===== config.mk =====
export PLATFORM = sky130hd
export DESIGN_NAME = mod3_frame_tx
export DESIGN_NICKNAME = d
export VERILOG_FILES = /design/src/rtl/mod3_frame_tx.sv
export SDC_FILE = /design/constraint.sdc
export NUM_CORES = 1
export LEC_CHECK = 0
export BUFFER_PORTS_ARGS = -buffer_cell sky130_fd_sc_hd__buf_2
export CAP_MARGIN = 0
export CORE_MARGIN = 1.5
export CORE_UTILIZATION = 51
export CTS_CLUSTER_DIAMETER = 80
export CTS_CLUSTER_SIZE = 16
export DETAILED_ROUTE_END_ITERATION = 10
export GPL_ROUTABILITY_DRIVEN = 0
export PLACE_DENSITY = 0.82
export SLEW_MARGIN = 5
export SYNTH_ARGS = -nofsm -noshare
export SYNTH_HDL_FRONTEND = slang
export SYNTH_SLANG_ARGS = --single-unit

===== constraint.sdc =====
create_clock -name clk -period 2.95 [get_ports clk]
set_input_delay 0.4425 -clock clk [delete_from_list [all_inputs] [get_ports clk]]
set_output_delay 0.4425 -clock clk [all_outputs]
set_load 0.02 [all_outputs]

===== src/rtl/mod3_frame_tx.sv =====
// Serial mod-3 frame transmitter.
// Sends a W-bit word MSB-first, then two check bits that make the whole frame a multiple of 3.
module mod3_frame_tx #(
    parameter int W = 8
) (
    input  logic         clk,
    input  logic         rst,
    input  logic         start,
    input  logic [W-1:0] data,
    output logic         ready,
    output logic         sout,
    output logic         sout_valid,
    output logic         sof,
    output logic         last,
    output logic [1:0]   dbg_state
);

    localparam int CW = (W > 1) ? $clog2(W) : 1;
    localparam logic [CW-1:0] LAST_CNT = CW'(W - 1);

    typedef enum logic [1:0] {IDLE, DATA, CHK1, CHK0} state_t;

    state_t        state_q, state_d;
    logic [W-1:0]  shift_q, shift_d;
    logic [1:0]    r_q, r_d;
    logic [CW-1:0] cnt_q, cnt_d;
    logic          sout_q, sout_d;
    logic          valid_q, valid_d;
    logic          sof_q, sof_d;
    logic          last_q, last_d;
    logic          accept;
    logic [1:0]    c;

    // Residue of (2r + b) mod 3 for r in {0,1,2}.
    function automatic logic [1:0] mod3_step(input logic [1:0] r, input logic b);
        case ({r, b})
            3'b001:  mod3_step = 2'd1;
            3'b010:  mod3_step = 2'd2;
            3'b100:  mod3_step = 2'd1;
            3'b101:  mod3_step = 2'd2;
            default: mod3_step = 2'd0;
        endcase
    endfunction

    function automatic logic [1:0] chk_of(input logic [1:0] r);
        case (r)
            2'd1:    chk_of = 2'd2;
            2'd2:    chk_of = 2'd1;
            default: chk_of = 2'd0;
        endcase
    endfunction

    assign ready  = (state_q == IDLE) || (state_q == CHK0);
    assign accept = ready && start;

    always_ff @(posedge clk or negedge rst) begin
        if (!rst) begin
            state_q <= IDLE;
            shift_q <= '0;
            r_q     <= 2'd0;
            cnt_q   <= '0;
            sout_q  <= 1'b0;
            valid_q <= 1'b0;
            sof_q   <= 1'b0;
            last_q  <= 1'b0;
        end else begin
            state_q <= state_d;
            shift_q <= shift_d;
            r_q     <= r_d;
            cnt_q   <= cnt_d;
            sout_q  <= sout_d;
            valid_q <= valid_d;
            sof_q   <= sof_d;
            last_q  <= last_d;
        end
    end

    always_comb begin
        state_d = state_q;
        case (state_q)
            IDLE:    if (start) state_d = DATA;
            DATA:    if (cnt_q == LAST_CNT) state_d = CHK1;
            CHK1:    state_d = CHK0;
            CHK0:    state_d = start ? DATA : IDLE;
            default: state_d = IDLE;
        endcase
    end

    // Output bits are computed one edge ahead so every output leaves a flop.
    always_comb begin
        shift_d = shift_q;
        r_d     = r_q;
        cnt_d   = cnt_q;
        sout_d  = 1'b0;
        valid_d = 1'b0;
        sof_d   = 1'b0;
        last_d  = 1'b0;
        c       = 2'd0;
        if (accept) begin
            shift_d = data;
            r_d     = 2'd0;
            cnt_d   = '0;
            sout_d  = data[W-1];
            valid_d = 1'b1;
            sof_d   = 1'b1;
        end else begin
            case (state_q)
                DATA: begin
                    r_d     = mod3_step(r_q, shift_q[W-1]);
                    shift_d = shift_q << 1;
                    cnt_d   = cnt_q + 1'b1;
                    valid_d = 1'b1;
                    if (cnt_q == LAST_CNT) begin
                        c      = chk_of(r_d);
                        sout_d = c[1];
                    end else begin
                        sout_d = shift_d[W-1];
                    end
                end
                CHK1: begin
                    c       = chk_of(r_q);
                    sout_d  = c[0];
                    valid_d = 1'b1;
                    last_d  = 1'b1;
                end
                default: ;
            endcase
        end
    end

    assign sout       = sout_q;
    assign sout_valid = valid_q;
    assign sof        = sof_q;
    assign last       = last_q;
    assign dbg_state  = state_q;

endmodule


======== Word-level counts from Yosys, hierarchy flattened ========
Cells that the tools add are included.
W data, S select, Z words.
storage, ports and cells
  register bits after elaboration ......... 19
  logic and storage cells ................. 54
  output and inout bits ................... 7
  input port bits ......................... 11
cells by class
  $add $sub $neg .......................... 1
  reduce and logical (&&, ||, !) cells .... 8
  equality and inequality tests ........... 14
  muxes and demuxes ....................... 23
operators by type and width
  cell                   number
  $mux W8                2
  $mux W2                6
  $eq A3 B3 Y1 const B   3
  $eq A2 B2 Y1 const B   4
  $mux W1                8
  $pmux W2 S2            2
  $pmux W2 S4            1
  $eq A2 B1 Y1 const B   3
  $mux W3                2
  $reduce_or A2 Y1       3
  $ne A2 B2 Y1 const B   2
  $pmux W1 S2            2
  $add A3 B1 Y3 const B  1
  $eq A3 B1 Y1 const B   1
  $eq A3 B2 Y1 const B   1
  $logic_not A2 Y1       1
  $reduce_and A2 Y1      1
  $reduce_bool A2 Y1     1
  $logic_and A1 B1 Y1    1
  $logic_or A1 B1 Y1     1

======== Longest topological paths before layout ========
  depth in word-level cells ............... 10
  gate-level depth with buffers ........... 6
  depth with buffers taken out ............ 5

======== Least setup slack after synthesis ========
Ideal clock, no wire load.
  path kind ............................... reg-to-reg
  start point ............................. register state_q[0], in the netlist dbg_state[0]
  end point ............................... register shift_q[1]
  buffers on the path ..................... 1
  library setup time ...................... 0.123 ns
  arrival time ............................ 1.459 ns
  required time ........................... 2.827 ns
  cell stages (with the launch flop) ...... 6
  period minus slack after synthesis ...... 1.583 ns
  slack ................................... 1.367 ns
  cells stage by stage .................... dfrtp_1 > inv_1 > ha_1 > and2b_1 > buf_2 > o21ai_1
between the ends
  cells in the longest elaborated chain, start to end .. 4
  elaborated cells on any way between the ends .. 7
  those cells by class .................... eq/ne: 2; mux: 1; reduce/logical: 4
RTL lines
  element                                                  line  source
  start: declaration                                       23    state_t state_q, state_d;
  start signal: assignment                                 67    state_q <= state_d;
  $eq A2 B2 Y1 / $logic_not A2 Y1 (equally long branches)  53    assign ready = (state_q == IDLE) || (state_q == CHK0);
  $logic_or A1 B1 Y1                                       53
  $logic_and A1 B1 Y1                                      54    assign accept = ready && start;
  $mux W8 / $reduce_bool A2 Y1 (equally long branches)     -
  end signal: assignment                                   68    shift_q <= shift_d;
  end: declaration                                         24    logic [W-1:0] shift_q, shift_d;
Parallel ways exist; a longest one is shown, timed or not.
A chain may end at the register's enable or synchronous reset.

======== Final worst setup path ========
  start point ............................. register state_q[1], in the netlist dbg_state[1]
  end point ............................... register r_q[1]
between the ends
  cells in the longest elaborated chain, start to end .. 4
  elaborated cells on any way between the ends .. 7
  those cells by class .................... eq/ne: 2; mux: 1; reduce/logical: 4
RTL lines
  element                                                  line  source
  $eq A2 B2 Y1 / $logic_not A2 Y1 (equally long branches)  53
  $logic_or A1 B1 Y1                                       53
  $logic_and A1 B1 Y1                                      54
  $mux W2 / $reduce_bool A2 Y1 (equally long branches)     -
  end signal: assignment                                   69    r_q <= r_d;
  end: declaration                                         25    logic [1:0] r_q, r_d;
Parallel ways exist; a longest one is shown, timed or not.

==> results.txt <==
The flow ran to the end, and the final reports show no timing, DRC or antenna violations. Setup repair after global routing left no endpoint under its margin. The proportion of layout cells with a drive suffix above 1 came out at 0.1981. The number of clock buffers added by TritonCTS is 3. In the detailed route, the total length drawn on met3 is 83 um.

The worst IR drop on VDD came out at a little over 600 uV. The routed wire length per instance is 12.85 um. The post-route clock skew is 0.004569 ns.

The first TritonRoute pass finished after 4 iterations. The number of global-route vias before repair came to 688. The count of buffers inserted at the top-level ports came out at 17. The number of clock sinks came out at 19. The ratio of routed vias to standard cells came out at 5.176.

Measured in cells, the most critical reg-to-reg path has a length of 5. For this design the static power due to leakage is 0.5249 nW. The synthesis warning total is 0. Once routing completed, OpenROAD measured the worst setup slack at 0.9459 ns. The data arrival time of the critical path is 2.22 ns. The relative slew slack is 0.5430. The clock tree root driver cell is sky130_fd_sc_hd__clkbuf_4. The maximum clock frequency is between 400 and 500 MHz. The first global-routing pass estimated approximately 2.8 mm of wire. On the critical path, the stage with the largest delay is an instance of sky130_fd_sc_hd__ha_1. The max-slew violation count is 0. The longest clock path from root to sink contains 2 buffers. The cell area after placement came out at roughly 1000 um2. The row count came out at 15. The post-layout total power came out at around 1.2 mW. The critical path startpoint category is a flop. The die is 45.75 um tall.

By area, the combinational part of the netlist is dominated by simple AND/OR/NAND/NOR gates. CTS built an H-tree with a depth of 1. The maximum fanout along the worst path is 13.

The fraction of the mapped netlist area in adder cells is 0.09396. The buffer count from post-CTS setup fixing came out at 0. The quantity of hold-fixing buffers added after cts is 0. The global-route usage over all layers came out at 0.1949. The worst register-to-register path ends at r_q[1]. The highest layer touched by signal routing is met4. The portion of synthesized area spent on multiplexers is 0.09664. For the pin with the worst max-slew slack, the measured transition is 0.6856 ns.

For this design the ratio of total power to cell area is 1126 nW/um2. The per-instance average area after synthesis is 10.59 um2. The post-synthesis instance total came out at between 80 and 90. Of the available clock period, the critical path in the final layout requires 0.6794. Of the total synthesized cell area, the portion taken by AND, OR, NAND and NOR gates is 0.1329. The worst register-to-register path has a setup slack of 0.95 ns. Setup violations remaining at the end of the flow were counted as 0. The synthesized netlist net count is 106. The iteration-0 DRC count of the detailed router came out at 26. The clock slew seen by the registers of the worst setup and hold paths came out at 0.10 ns. The residual overflow from global routing came out at 0. The category of cells accounting for the largest share of critical-path delay is adder cells. The path class of the tightest hold or removal check is input pin to async pin. In the layout the commonest cells are 19 x sky130_fd_sc_hd__dfrtp_1, 17 x sky130_fd_sc_hd__buf_2, 11 x sky130_fd_sc_hd__nand2_1.

The relative area change from synthesis to final layout came out at 13.69%. The worst register-to-register path begins at dbg_state[1]. The count of final hold-check violations is 0. The routed design could run at a clock period as short as 2.004 ns. The summed negative setup slack over all endpoints came out at 0 ns. The longest individual stage delay on the worst path came out at 0.61 ns. The number of nets in the layout came out at between 100 and 150. The share of the synthesized area in compound gates (AO/OA/AOI/OAI) is 0.1114. The number of DRC violations after detailed routing is 0.

After synthesis the cells add up to 932.1 um2. The wire length on met2 came out at 870 um. Counting both buffers and inverters, the worst setup path holds a total of 2. The number of distinct library cells after synthesis is 22.

The quantity of gates resized following cts is 0. The horizontal die dimension is 45.75 um. The signal on the critical path passes through inv_1, ha_1, inv_2, or4b_1, a21oi_1. The routed design has 1.684 mm of wire.

The kind of end point of the critical path is a flop. The met1 wire length is 720 um. The vias after detailed routing came out at 678.

The share of the yosys chip area belonging to registers came out at 0.5101. The diode insertion count for antenna repair came out at 0. The filler cell count in the final layout came out at approximately 160. The count of state elements after synthesis came out at 19. The number of placed I/O pins is 18. The number of routed nets with antenna violations is 0.

The number of maximum-capacitance violations is 0. The TritonCTS clock tree is yes. The minimum setup slack after placement came out at 0.9815 ns. Of the total synthesized cell area, the portion taken by XOR and XNOR cells is 0.01879. The final design instance area without fill came out at 1060 um2. The number of antenna violations at the first check in global routing is 0.

The placeable core region came out at around 1700 um2. By startpoint and endpoint, the worst setup path is classified as flop to flop. The wire-length estimate of the detail-placed layout is ~1.3 mm.

The clock insertion delay at the later pin of the skew report is between 0.2 and 0.3 ns. The die area came out at 2093 um2. The required time reported for the critical path endpoint is between 3 and 4 ns. The initial core utilization came out at 0.5399. The most frequent standard cell in the layout excluding fill and tap cells is sky130_fd_sc_hd__dfrtp_1.

The largest net degree at the start of global routing is 24.
-- power by group --
group	total (mW)	switching (mW)	internal (mW)	leakage, nW
sequential	0.467	0.0864	0.381	0.240
combinational	0.598	0.358	0.240	0.270
clock	0.128	0.0756	0.0526	0.0150
total	1.19	0.521	0.673	0.525
-- cells by family (layout without fill, tap and decap cells) --
family,after synthesis,after routing
compound gates,18,18
xor+xnor,2,2
fa+ha+maj,7,7
buf+inv,8,26
flops,19,19
mux,9,9
simple gates,25,25
-- Yosys cell counts --
cell / n / area [um2]
sky130_fd_sc_hd__inv_2: 1 / 3.750
sky130_fd_sc_hd__nor2b_1: 5 / 31.28
sky130_fd_sc_hd__ha_1: 7 / 87.58
sky130_fd_sc_hd__mux2i_1: 9 / 90.09
sky130_fd_sc_hd__a21oi_1: 2 / 10.01
sky130_fd_sc_hd__and2b_1: 1 / 7.510
sky130_fd_sc_hd__a32oi_1: 1 / 8.760
sky130_fd_sc_hd__o21ai_1: 9 / 45.04
sky130_fd_sc_hd__o31ai_1: 2 / 15.01
sky130_fd_sc_hd__nor2_1: 4 / 15.01
sky130_fd_sc_hd__inv_1: 4 / 15.01
sky130_fd_sc_hd__or2_1: 2 / 12.51
sky130_fd_sc_hd__dfrtp_1: 19 / 475.5
sky130_fd_sc_hd__nand4_1: 1 / 6.260
sky130_fd_sc_hd__xor2_1: 1 / 8.760
sky130_fd_sc_hd__or4b_1: 1 / 10.01
sky130_fd_sc_hd__a21o_1: 1 / 7.510
sky130_fd_sc_hd__o21ai_0: 2 / 10.01
sky130_fd_sc_hd__xnor2_1: 1 / 8.760
sky130_fd_sc_hd__nand2_1: 11 / 41.29
sky130_fd_sc_hd__buf_2: 3 / 15.01
sky130_fd_sc_hd__o211ai_1: 1 / 7.510
-- metal layers --
layer	global-route usage	vias to the layer above
met5	0	-
met4	0.1257	0
met3	0.06349	2
met2	0.3183	23
met1	0.2159	320
li1	-	333
-- area by class of cell --
class | instances | area [um2] | area share
multi-input cells | 61 | 422.9 | 0.3991
flip-flops and latches | 19 | 475.5 | 0.4486
repair buffers | 17 | 85.08 | 0.08028
clock buffers | 4 | 26.28 | 0.02479
well taps | 25 | 31.28 | 0.02952
inverters | 5 | 18.77 | 0.01771
-- metrics by stage --
step	util	std cells	hold WS, ns
after detailed placement	0.5986	127	0.3926
after global placement	0.5986	127	0.3950
after global routing	0.6138	131	0.07339
after floorplan	-	88	0.1469
final	0.6138	131	0.06231
after CTS	0.6138	131	0.06663
-- state kept, by name, indices dropped and copies added, names as in the netlist --
| name | cells |
|---|---|
| cnt_q | 3 |
| sout_valid | 1 |
| last | 1 |
| r_q | 2 |
| sof | 1 |
| shift_q | 8 |
| sout | 1 |
| dbg_state | 2 |
-- worst max-delay path by stage --
stage | from | endpoint | slack, ns | cells after the start
after floorplan | dbg_state[0] | shift_q[1] | 1.37 | 5
after global placement | dbg_state[1] | r_q[1] | 1.0 | 5
after detailed placement | dbg_state[1] | r_q[1] | 0.98 | 5
after CTS | dbg_state[1] | r_q[1] | 0.94 | 5
after global routing | dbg_state[1] | r_q[1] | 0.81 | 5
final | dbg_state[1] | r_q[1] | 0.95 | 5
Note: power is estimated with default switching activity, not from simulation.
